[src/rtl/mux_8x1_rr.sv]
// mux_8x1_rr: eight valid/ready lanes collected onto one registered stream with
// round-robin arbitration. Each output word carries its source lane index on S so
// a downstream 1x8 demux can route it back.
//
// Optional build macro MUX_PKT_LOCK_EN: adds in_last/out_last and locks the arbiter
// to one lane until that lane delivers a word marked last.
module mux_8x1_rr #(
    parameter int unsigned DATA_W = 8
) (
    input  logic                clk,
    input  logic                rst,
    input  logic [8*DATA_W-1:0] in_data,
    input  logic [7:0]          in_valid,
    output logic [7:0]          in_ready,
`ifdef MUX_PKT_LOCK_EN
    input  logic [7:0]          in_last,
    output logic                out_last,
`endif
    output logic [DATA_W-1:0]   D,
    output logic [2:0]          S,
    output logic                out_valid,
    input  logic                out_ready
);

    logic [DATA_W-1:0] lane_data [8];
    logic [DATA_W-1:0] d_q;
    logic [2:0]        s_q;
    logic              valid_q;
    logic [2:0]        ptr_q;
    logic              ld;
    logic              gnt_found;
    logic [2:0]        gnt_idx;
    logic [2:0]        cand;

`ifdef MUX_PKT_LOCK_EN
    logic              lock_q;
    logic [2:0]        lock_lane_q;
    logic              last_q;
`endif

    for (genvar i = 0; i < 8; i++) begin : g_lane
        assign lane_data[i] = in_data[i*DATA_W +: DATA_W];
    end

    // Output register may take a new word when empty or being drained this cycle.
    assign ld = ~rst & (~valid_q | out_ready);

    // Round-robin search starting at ptr; descending loop so the nearest lane wins.
    always_comb begin
        gnt_found = 1'b0;
        gnt_idx   = 3'd0;
        cand      = 3'd0;
        for (int k = 7; k >= 0; k--) begin
            cand = ptr_q + 3'(k);
            if (in_valid[cand]) begin
                gnt_found = 1'b1;
                gnt_idx   = cand;
            end
        end
`ifdef MUX_PKT_LOCK_EN
        // Mid-packet only the locked lane may be granted; others wait.
        if (lock_q) begin
            gnt_found = in_valid[lock_lane_q];
            gnt_idx   = lock_lane_q;
        end
`endif
    end

    // Acknowledge only the granted lane, and only when the output can load.
    always_comb begin
        in_ready = 8'h00;
        if (ld && gnt_found) begin
            in_ready = 8'b1 << gnt_idx;
        end
    end

    // Output register and round-robin pointer.
    always_ff @(posedge clk) begin
        if (rst) begin
            d_q     <= '0;
            s_q     <= 3'd0;
            valid_q <= 1'b0;
            ptr_q   <= 3'd0;
        end else if (ld) begin
            if (gnt_found) begin
                d_q     <= lane_data[gnt_idx];
                s_q     <= gnt_idx;
                valid_q <= 1'b1;
                ptr_q   <= gnt_idx + 3'd1;
            end else begin
                // D/S keep their last values; only the valid flag drops.
                valid_q <= 1'b0;
            end
        end
    end

`ifdef MUX_PKT_LOCK_EN
    // Packet lock: set by a non-last accept, cleared by a last accept.
    always_ff @(posedge clk) begin
        if (rst) begin
            lock_q      <= 1'b0;
            lock_lane_q <= 3'd0;
            last_q      <= 1'b0;
        end else if (ld && gnt_found) begin
            lock_q      <= ~in_last[gnt_idx];
            lock_lane_q <= gnt_idx;
            last_q      <= in_last[gnt_idx];
        end
    end

    assign out_last = last_q;
`endif

    assign D         = d_q;
    assign S         = s_q;
    assign out_valid = valid_q;

endmodule
[config.mk]
export PLATFORM = sky130hd
export DESIGN_NAME = mux_8x1_rr
export DESIGN_NICKNAME = d
export VERILOG_FILES = /design/src/rtl/mux_8x1_rr.sv
export SDC_FILE = /design/constraint.sdc
export NUM_CORES = 1
export LEC_CHECK = 0
export CAP_MARGIN = 20
export CORE_MARGIN = 3
export CORE_UTILIZATION = 40
export DETAILED_ROUTE_END_ITERATION = 8
export PLACE_DENSITY = 0.76
export SETUP_SLACK_MARGIN = 0.05
export SLEW_MARGIN = 20
export SYNTH_ARGS = -nofsm -noshare
export SYNTH_HDL_FRONTEND = slang
export SYNTH_SLANG_ARGS = --single-unit
[constraint.sdc]
create_clock -name clk -period 9.5 [get_ports clk]
set_clock_uncertainty 0.15 [all_clocks]
set_input_delay 1.9 -clock clk [delete_from_list [all_inputs] [get_ports clk]]
set_output_delay 1.9 -clock clk [all_outputs]
set_load 0.1 [all_outputs]
==> results of run 1 <==
-- report_power, final --
part	internal [mW]	total, mW	leakage, nW	switching (mW)
combinational	0.377	1.08	1.02	0.705
clock	0.0291	0.0540	0.0255	0.0249
sequential	0.0891	0.115	0.125	0.0260
total	0.495	1.25	1.17	0.756
-- cell usage after synthesis, drive strengths merged (6+ instances only) --
cell type,number,area (µm²)
nand3,41,205.2
o21ai,35,175.2
clkbuf,19,71.32
dfxtp,15,300.3
buf,11,68.81
nand2,11,41.29
nor2,11,41.29
a211oi,10,75.07
and3,10,62.56
mux2i,10,100.1
mux4,10,229.0
a31oi,8,50.05
and4b,8,80.08
inv,8,30.03
mux2,8,90.09
and2,7,43.79
a21oi,6,30.03
nor4,6,67.56
-- registers in the layout (all words and copies together) (netlist names) --
register and cells:
D 8, S 3, ptr_q 3, out_valid 1
-- routing by layer --
layer / vias up / part of all wire (%) / track usage [%] / routed length [µm]
met5: - / 0 / 0 / 0
li1: 1285 / - / - / -
met1: 1211 / 44 / 34.46 / 3335
met3: 16 / 7.5 / 4.545 / 576
met2: 134 / 47 / 35.96 / 3586
met4: 0 / 2.0 / 5.068 / 156
-- cells in the final DEF, fill, tap and decap left out, types with 4 or more instances in the layout --
cell type and count:
a211oi_1 10, a21oi_1 6, a31oi_1 8, and2_1 7, and3_1 10, and4b_1 8, buf_4 13, clkdlybuf4s50_1 88
dfxtp_1 15, ha_1 4, inv_1 7, mux2_2 8, mux2i_1 10, mux4_2 9, nand2_1 11, nand3_1 41
nor2_1 11, nor2b_1 4, nor3_1 4, o21ai_0 35
-- layout make-up --
class | instances | area [µm²]
multi-input combinational | 238 | 1785
clock buffer | 3 | 41.29
fill | 506 | 2038
sequential | 15 | 300.3
clock inverter | 1 | 5.005
tap | 70 | 87.58
inverter | 9 | 33.78
timing repair buffer | 101 | 978.4
-- through the flow --
step	instance area [µm²]	hold slack, ns
finish	3232	0.3294
global route	3232	0.3509
CTS	3232	0.3287
detailed placement	3186	0.3124
global placement	3186	0.3086
floorplan	2240	0.5195
-- final timing paths --
path                              start                    end  slack [ns]  depth (start not counted)
setup / recovery            in_valid[4]            in_ready[0]        1.23                         10
hold / removal        S[2]$_SDFFE_PP0P_      S[2]$_SDFFE_PP0P_        0.33                          1
setup reg to reg  ptr_q[1]$_SDFFE_PP0P_  ptr_q[2]$_SDFFE_PP0P_        4.65                         13
hold reg to reg       S[2]$_SDFFE_PP0P_      S[2]$_SDFFE_PP0P_        0.33                          1
-- cell families (layout without fill, tap and decap cells) --
logic type | after synthesis | in the layout | share of synthesized area (%)
DFF | 15 | 15 | 13.41
muxes | 28 | 28 | 18.72
and+or+nand+nor | 113 | 113 | 30.11
buffers and inverters | 39 | 114 | 7.765
AOI/OAI and AO/OA | 89 | 89 | 26.20
xor gates and xnor gates | 4 | 4 | 1.565
adders and majority gates | 4 | 4 | 2.235
==> metrics.md, run 1 <==
| Metric | Value |
|---|---|
| Slowest-stage cell, CP | `clkdlybuf4s50_1` |
| Final Critical Period | `~8.3 ns` |
| Unrepaired setup endpoints after global routing | `no` |
| Die extent in y | `roughly 81 µm` |
| Total number of placement rows | `26` |
| Library cells used by synthesis | `54` |
| Number of flops mapped to enable cells by yosys | `0` |
| Clock sink count | `15` |
| Clock buffers created by TritonCTS | `3` |
| Smallest setup slack after layout | `1.225 ns` |
| Setup TNS | `0 ns` |
| Top cell by count, worst path | `clkdlybuf4s50_1` |
| Proportion of layout cells with a drive suffix above 1 | `11.44%` |
| Outcome | `completed` |
| Flip-flop and latch count after synthesis | `15` |
| Core utilization of the finished layout | `between 60 and 70%` |
| Core Region | `0.005270 mm²` |
| Placement-stage worst setup slack | `1.246 ns` |
| Required time reported for the critical path endpoint | `between 7 and 8 ns` |
| # resized after CTS | `0` |
| Mean routed wirelength per cell | `around 18 µm` |
| Cells along the critical path | `clkdlybuf4s50_1 -> mux4_2 -> mux2_2 -> a21o_1 -> a2111oi_2 -> nor4_2 -> buf_4 -> nor2_1 -> and2_1 -> clkdlybuf4s50_1` |
| Number of failing setup endpoints in the final timing report | `0` |
| F_max | `120.8 MHz` |
| Post-CTS Repair Setup Buffers | `0` |
| Die span in x | `80.83 µm` |
| Via count of the first global-routing pass | `2505` |
| Clock root buffer master | `clkbuf_8` |
| Clock tree from TritonCTS | `done` |
| Actual transition at the worst max-transition pin | `approximately 1.0 ns` |
| Max-cap violation count | `0` |
| Arrival @ worst endpoint | `6.22 ns` |
| Placed cells | `433` |
| Largest stage delay, worst path | `roughly 1.1 ns` |
| Total via count after detailed routing | `2646` |
| Cell Area, Synth | `0.002240 mm²` |
| Share of flip-flops with an asynchronous set or reset after synthesis | `0%` |
| Number of inserted diodes | `0` |
| Number of antenna violations at the first check in global routing | `0` |
| YS warnings | `0` |
| Hold Fails Final Rpt | `0` |
| DRC Markers | `0` |
| Final weighted congestion of routability-driven global placement | `just over 0.9` |
| Crit path buf inv count | `3` |
| Pin count of the biggest net entering global routing | `34` |
| Number of hold buffers added after CTS | `0` |
| Worst-case headroom to the max-slew limit | `30.40%` |
| Type of the worst min-delay path | `register to register` |
| Die area | `0.006533 mm²` |
| Leftover overflow at the end of global routing | `0` |
| First-iteration detailed-routing DRC count | `roughly 420` |
| CP endpoint kind | `primary output` |
| Clock-pin slew on the worst setup and hold paths | `0.07 ns` |
| Cells after Synth | `around 290` |
| Post-layout nets | `447` |
| Latest clock arrival within the worst-skew pair | `between 0.2 and 0.3 ns` |
| Final Max Tran Viols | `0` |
| Leakage dissipation | `between 1 and 1.5 nW` |
| Category of the most critical setup path | `primary input to primary output` |
| Overall fraction of global-route tracks in use | `23.62%` |
| Number of buffer cells added on primary ports | `94` |
| First-pass GRT wire length | `12320 µm` |
| Boundary pin count | `95` |
| Share of the yosys chip area belonging to registers | `a little over an eighth` |
| Tot Pwr | `1.251 mW` |
| # H-tree levels | `1` |
| Via/cell ratio | `6.055` |
| Total wire length after detailed routing | `~7700 µm` |
| HPWL after DPL | `5895 µm` |
| Kind of cell adding the most delay to the critical path | `buffers and inverters` |
| Cell area power density | `387.2 mW/mm²` |
| Maximum vdd ir drop | `0.2134 mV` |
| Synth Net Count | `371` |
| Drt first pass iters | `5` |
| Largest driver fanout on the critical path | `25` |
| Final non-filler cell total | `437` |
| Initial Util | `42.50%` |
| Main flop type after synthesis | `dfxtp_1` |
| Tcrit/Tclk final | `just under 90%` |
| Synthesized area per cell | `7.670 µm²` |
| Synthesis-to-finish area growth | `44.30%` |
| Detail Route Antenna Nets | `0` |
| Maximum clock insertion buffer count | `2` |
| Worst setup SP type | `primary input` |
(Power assumes the default switching activity.)
==> run 2: changes to the inputs <==
--- a/config.mk
+++ b/config.mk
@@ -8,7 +8,9 @@
 export CAP_MARGIN = 20
 export CORE_MARGIN = 3
 export CORE_UTILIZATION = 40
+export CTS_CLUSTER_SIZE = 30
 export DETAILED_ROUTE_END_ITERATION = 8
+export GPL_TIMING_DRIVEN = 0
 export PLACE_DENSITY = 0.76
 export SETUP_SLACK_MARGIN = 0.05
 export SLEW_MARGIN = 20
==> run 2 against run 1 <==
Against the previous run: power grew 2.8%; final area increased by 1.3%; first-iteration DRC count fell by 53%; setup slack worse by 0.32 ns; via count grew 5.1%; sequential power decreased by 7%; critical path type unchanged; highest routed layer unchanged.
==> metrics.md, run 2 (synthesized netlist as in run 1, its figures left out) <==
| Metric | Value |
|---|---|
| Final weighted congestion of routability-driven global placement | `0.9164` |
| # H-tree levels | `1` |
| Clock sink count | `15` |
| Final Max Tran Viols | `0` |
| Commonest non-fill, non-tap cells in the layout | `90 x clkdlybuf4s50_1, 41 x nand3_1, 35 x o21ai_0` |
| Final Critical Period | `~8.6 ns` |
| Tcrit/Tclk final | `approximately nine tenths` |
| Actual transition at the worst max-transition pin | `1.015 ns` |
| Most common library cell in the layout ignoring fill and taps | `clkdlybuf4s50_1` |
| Proportion of layout cells with a drive suffix above 1 | `9.585%` |
| Hold wc startpoint | `S[2]$_SDFFE_PP0P_` |
| Part of the total power dissipated in combinational logic | `87.5%` |
| Maximum clock insertion buffer count | `2` |
| Number of hold buffers added after CTS | `0` |
| Unrepaired setup endpoints after global routing | `no` |
| Clock-pin slew on the worst setup and hold paths | `0.07 ns` |
| Boundary pin count | `95` |
| Via/cell ratio | `6.101` |
| Maximum vdd ir drop | `0.2779 mV` |
| F_max | `roughly 120 MHz` |
| Drt first pass iters | `8` |
| Clock tree from TritonCTS | `done` |
| Mean routed wirelength per cell | `approximately 19 µm` |
| Die extent in y | `a little over 80 µm` |
| Fraction of power consumed by sequential logic | `8.3%` |
| Smallest setup slack after layout | `roughly 0.90 ns` |
| Leftover overflow at the end of global routing | `0` |
| Worst-case headroom to the max-slew limit | `32.15%` |
| Clock buffers created by TritonCTS | `3` |
| Synthesis-to-finish area growth | `46.20%` |
| Net Sw Power | `783.0 µW` |
| Post-CTS Repair Setup Buffers | `0` |
| Total number of placement rows | `26` |
| Total via count after detailed routing | `2782` |
| Share of power burned in the clock network | `4.1%` |
| Leakage dissipation | `around 1.2 nW` |
| Initial Util | `42.50%` |
| Core Region | `0.005270 mm²` |
| Hold Fails Final Rpt | `0` |
| # resized after CTS | `0` |
| Via count of the first global-routing pass | `~2700` |
| Arrival @ worst endpoint | `roughly 6.6 ns` |
| CP endpoint kind | `primary output` |
| Cell internal power dissipation | `503.0 µW` |
| Worst setup SP type | `primary input` |
| Latest clock arrival within the worst-skew pair | `0.25 ns` |
| Number of inserted diodes | `0` |
| Setup TNS | `0 ns` |
| Placement-stage worst setup slack | `0.9305 ns` |
| Overall fraction of global-route tracks in use | `between 20% and 30%` |
| DRC Markers | `0` |
| Max-cap violation count | `0` |
| Sw Ratio | `60.89%` |
| Die span in x | `80.83 µm` |
| Total wire length after detailed routing | `8444 µm` |
| Clock root buffer master | `clkbuf_8` |
| Number of failing setup endpoints in the final timing report | `0` |
| Post-layout nets | `about 470` |
| First-iteration detailed-routing DRC count | `199` |
| Tot Pwr | `1.286 mW` |
| Minimum setup slack among reg-to-reg paths | `4.79 ns` |
| Worst r2r src | `ptr_q[0]$_SDFFE_PP0P_` |
| Number of antenna violations at the first check in global routing | `0` |
| Number of buffer cells added on primary ports | `90` |
| Cell area power density | `392.7 mW/mm²` |
| Largest driver fanout on the critical path | `10` |
| Depth of the worst register-to-register path | `13` |
| First-pass GRT wire length | `12930 µm` |
| Required time reported for the critical path endpoint | `7.45 ns` |
| Detail Route Antenna Nets | `0` |
| Type of the worst min-delay path | `register to register` |
| Pin count of the biggest net entering global routing | `11` |
| Startpoint of the worst setup timing path | `in_valid[7]` |
| Number of cells on the worst hold path | `1` |
| Largest register FFs | `8` |
| Outcome | `completed` |
| HPWL after DPL | `6649 µm` |
| Die area | `about 0.0065 mm²` |
| Category of the most critical setup path | `primary input to primary output` |
run 2: cell types whose count changed in the layout (fill, tap and decap cells not counted), sizes merged:
cell	delta
clkbuf	+19
buf	-2
clkdlybuf4s50	+2
run 2: critical path, stage by stage:
cell and delay [ns]:
clkdlybuf4s50_1 0.42, clkbuf_1 0.22, mux4_2 0.58, mux2_2 0.33, and3_1 0.20, nor4_1 0.85
nor2_1 0.35, nor2_1 0.28, ha_1 0.18, and2_1 0.11, clkdlybuf4s50_1 1.12
run 2: stage by stage:
stage          cells  hold WS (ns)  utilization, %  area (µm²)
6_report         456        0.3281           62.13        3274
5_1_grt          456        0.3646           62.13        3274
4_1_cts          456        0.3303           62.13        3274
3_5_place_dp     452        0.3075           61.25        3228
3_3_place_gp     452        0.3079           61.25        3228
2_1_floorplan    292        0.5195               -        2240
run 2: layout make-up:
cell class	instances	area, µm²
inverter	9	33.78
buffer	30	140.1
tap	70	87.58
timing repair buffer	90	900.9
multi-input combinational	238	1765
clock inverter	1	5.005
clock buffer	3	41.29
fill	494	1996
sequential	15	300.3
run 2: power groups by stage:
stage / clock [mW] / sequential (mW) / combinational, mW
3_3_place_gp: 0 / 0.106 / 1.10
4_1_cts: 0.0533 / 0.107 / 1.12
5_1_grt: 0.0566 / 0.110 / 1.20
6_report: 0.0534 / 0.107 / 1.13
2_1_floorplan: 0 / 0.250 / 0.704
3_5_place_dp: 0 / 0.107 / 1.11
run 2: final timing paths:
kind	endpoint
worst min register to register	S[2]$_SDFFE_PP0P_
worst min-delay path	S[2]$_SDFFE_PP0P_
worst max register to register	D[2]$_SDFFE_PP0P_
worst max-delay path	in_ready[7]
run 2: metal layers:
metal	up-vias	part of all wire, %	global-route usage [%]	wire length, µm
met4	0	2.1	7.264	176
met2	140	49	42.36	4126
li1	1323	-	-	-
met1	1305	41	34.53	3487
met5	-	0	0	0
met3	14	7.7	2.661	653
==> run 3: changes to the inputs <==
--- a/config.mk
+++ b/config.mk
@@ -5,15 +5,15 @@
 export SDC_FILE = /design/constraint.sdc
 export NUM_CORES = 1
 export LEC_CHECK = 0
-export CAP_MARGIN = 20
 export CORE_MARGIN = 3
 export CORE_UTILIZATION = 40
 export CTS_CLUSTER_SIZE = 30
 export DETAILED_ROUTE_END_ITERATION = 8
 export GPL_TIMING_DRIVEN = 0
+export MAX_ROUTING_LAYER = met4
 export PLACE_DENSITY = 0.76
 export SETUP_SLACK_MARGIN = 0.05
-export SLEW_MARGIN = 20
+export SLEW_MARGIN = 30
 export SYNTH_ARGS = -nofsm -noshare
 export SYNTH_HDL_FRONTEND = slang
 export SYNTH_SLANG_ARGS = --single-unit
==> run 3 against run 2 <==
Against the previous run: global-route usage increased by 0.74 points; non-clock buffer count unchanged; final area rose by 0.19%; combinational power about the same; sequential share of layout area about the same; wire length increased by 0.85%; critical endpoint is now in_ready[4].
==> metrics.md, run 3 (synthesized netlist as in run 1, its figures left out) <==
| Metric | Value |
|---|---|
| Top cell by count, worst path | `clkdlybuf4s50_1` |
| Die span in x | `80.83 µm` |
| Kind of cell adding the most delay to the critical path | `buffers and inverters` |
| Final Critical Period | `8.547 ns` |
| Startpoint of the worst setup timing path | `in_valid[3]` |
| Largest register FFs | `8` |
| Detailed-routed wire length on met3 | `648 µm` |
| Commonest non-fill, non-tap cells in the layout | `90 x clkdlybuf4s50_1, 41 x nand3_1, 35 x o21ai_0` |
| Placed inst area | `about 0.0032 mm²` |
| Tot Pwr | `1.297 mW` |
| Final design instance area without fill | `~0.0033 mm²` |
| First-iteration detailed-routing DRC count | `275` |
| Pin count of the biggest net entering global routing | `11` |
| Unrepaired setup endpoints after global routing | `no` |
| F_max | `117.0 MHz` |
| Worst r2r src | `ptr_q[0]$_SDFFE_PP0P_` |
| CP endpoint kind | `primary output` |
| Actual transition at the worst max-transition pin | `1.022 ns` |
| Sum of routed wire segments on met1 | `3595 µm` |
| Clock buffers created by TritonCTS | `3` |
| Leakage dissipation | `around 1.2 nW` |
| Core Region | `0.005270 mm²` |
| # H-tree levels | `1` |
| Final weighted congestion of routability-driven global placement | `0.9434` |
| Max-cap violation count | `0` |
| Leftover overflow at the end of global routing | `0` |
| Final non-filler cell total | `456` |
| DRC Markers | `0` |
| Arrival @ worst endpoint | `6.50 ns` |
| Smallest setup slack after layout | `0.9527 ns` |
| Number of hold buffers added after CTS | `0` |
| Largest stage delay, worst path | `1.15 ns` |
| # resized after CTS | `0` |
| Clock sink count | `15` |
| Maximum clock insertion buffer count | `2` |
| Via/cell ratio | `6.261` |
| Slowest-stage cell, CP | `clkdlybuf4s50_1` |
| Die extent in y | `80.83 µm` |
| Final Hold Slack | `0.3344 ns` |
| Via count of the first global-routing pass | `between 2000 and 3000` |
| Total number of placement rows | `26` |
| Number of failing setup endpoints in the final timing report | `0` |
| Total via count after detailed routing | `2855` |
| Tcrit/Tclk final | `89.97%` |
| Crit path buf inv count | `3` |
| Boundary pin count | `95` |
| HPWL after DPL | `approximately 6600 µm` |
| Type of the worst min-delay path | `register to register` |
| Cell area power density | `395.4 mW/mm²` |
| Post-layout nets | `466` |
| Clock tree from TritonCTS | `done` |
| Maximum vdd ir drop | `0.2791 mV` |
| Clock root buffer master | `clkbuf_8` |
| CP Depth | `9` |
| Total wire length after detailed routing | `8516 µm` |
| Category of the most critical setup path | `primary input to primary output` |
| Required time reported for the critical path endpoint | `approximately 7.5 ns` |
| Depth of the worst register-to-register path | `13` |
| First-pass GRT wire length | `13100 µm` |
| Overall fraction of global-route tracks in use | `26.11%` |
| Largest driver fanout on the critical path | `10` |
| Most common library cell in the layout ignoring fill and taps | `clkdlybuf4s50_1` |
| Number of antenna violations at the first check in global routing | `0` |
| Latest clock arrival within the worst-skew pair | `0.25 ns` |
| Post-CTS Repair Setup Buffers | `0` |
| Cells along the critical path | `clkdlybuf4s50_1 -> mux4_1 -> mux2_2 -> and3_1 -> o31ai_1 -> clkbuf_1 -> nand2_1 -> nor2_1 -> clkdlybuf4s50_1` |
| Final Max Tran Viols | `0` |
| Hold Fails Final Rpt | `0` |
| Worst-case headroom to the max-slew limit | `around a third` |
| Initial Util | `42.50%` |
| Number of inserted diodes | `0` |
| Number of buffer cells added on primary ports | `90` |
| Minimum setup slack among reg-to-reg paths | `roughly 4.8 ns` |
| Synthesis-to-finish area growth | `46.48%` |
| Proportion of layout cells with a drive suffix above 1 | `9.845%` |
| Setup TNS | `0 ns` |
| Placed cells | `452` |
| Core utilization of the finished layout | `around 62%` |
| Highest metal used | `met4` |
| Clock-pin slew on the worst setup and hold paths | `0.06 ns` |
| Met2 wire len | `a little over 4000 µm` |
| Die area | `0.006533 mm²` |
| Detail Route Antenna Nets | `0` |
| Mean routed wirelength per cell | `around 19 µm` |
| Outcome | `completed` |
| Drt first pass iters | `5` |
| Worst setup path endpoint | `in_ready[4]` |
| Worst setup SP type | `primary input` |
| Placement-stage worst setup slack | `0.8400 ns` |
| Worst reg2reg endpoint | `D[2]$_SDFFE_PP0P_` |
-- run 3: layout make-up --
class	instances	area [µm²]
clock buffer	3	41.29
multi-input combinational	238	1772
timing repair buffer	90	900.9
fill	485	1989
inverter	9	33.78
tap	70	87.58
sequential	15	300.3
buffer	30	140.1
clock inverter	1	5.005
-- run 3: how the worst min path moves through the flow --
stage | start | end | slack, ns | cells after the start
2_1_floorplan | ptr_q[1]$_SDFFE_PP0P_ | ptr_q[1]$_SDFFE_PP0P_ | 0.52 | 3
3_3_place_gp | S[2]$_SDFFE_PP0P_ | S[2]$_SDFFE_PP0P_ | 0.31 | 1
3_5_place_dp | S[2]$_SDFFE_PP0P_ | S[2]$_SDFFE_PP0P_ | 0.32 | 1
4_1_cts | S[2]$_SDFFE_PP0P_ | S[2]$_SDFFE_PP0P_ | 0.34 | 1
5_1_grt | S[2]$_SDFFE_PP0P_ | S[2]$_SDFFE_PP0P_ | 0.37 | 1
6_report | S[2]$_SDFFE_PP0P_ | S[2]$_SDFFE_PP0P_ | 0.33 | 1
-- run 3: worst register-to-register path, stage by stage (launching register included) --
cell	delay, ns
dfxtp_1	0.46
buf_6	0.21
inv_1	0.12
ha_1	0.36
buf_4	0.22
mux4_2	0.39
mux2_2	0.33
clkinv_1	0.07
a21boi_0	0.16
o31ai_1	0.68
clkbuf_1	0.42
nand2_1	0.37
a211oi_1	0.45
and4b_1	0.24
-- run 3: report_power, final --
part           internal [mW]  total, mW  leakage (nW)  switching [mW]
registers             0.0892      0.108         0.125          0.0185
clock network         0.0291     0.0540        0.0255          0.0249
logic                  0.386       1.14          1.03           0.750
-- run 3: metal layers --
metal,track usage [%],vias to the layer above
met3,2.217,17
met2,42.94,179
met1,34.68,1336
li1,-,1323
met5,-,-
met4,6.419,0
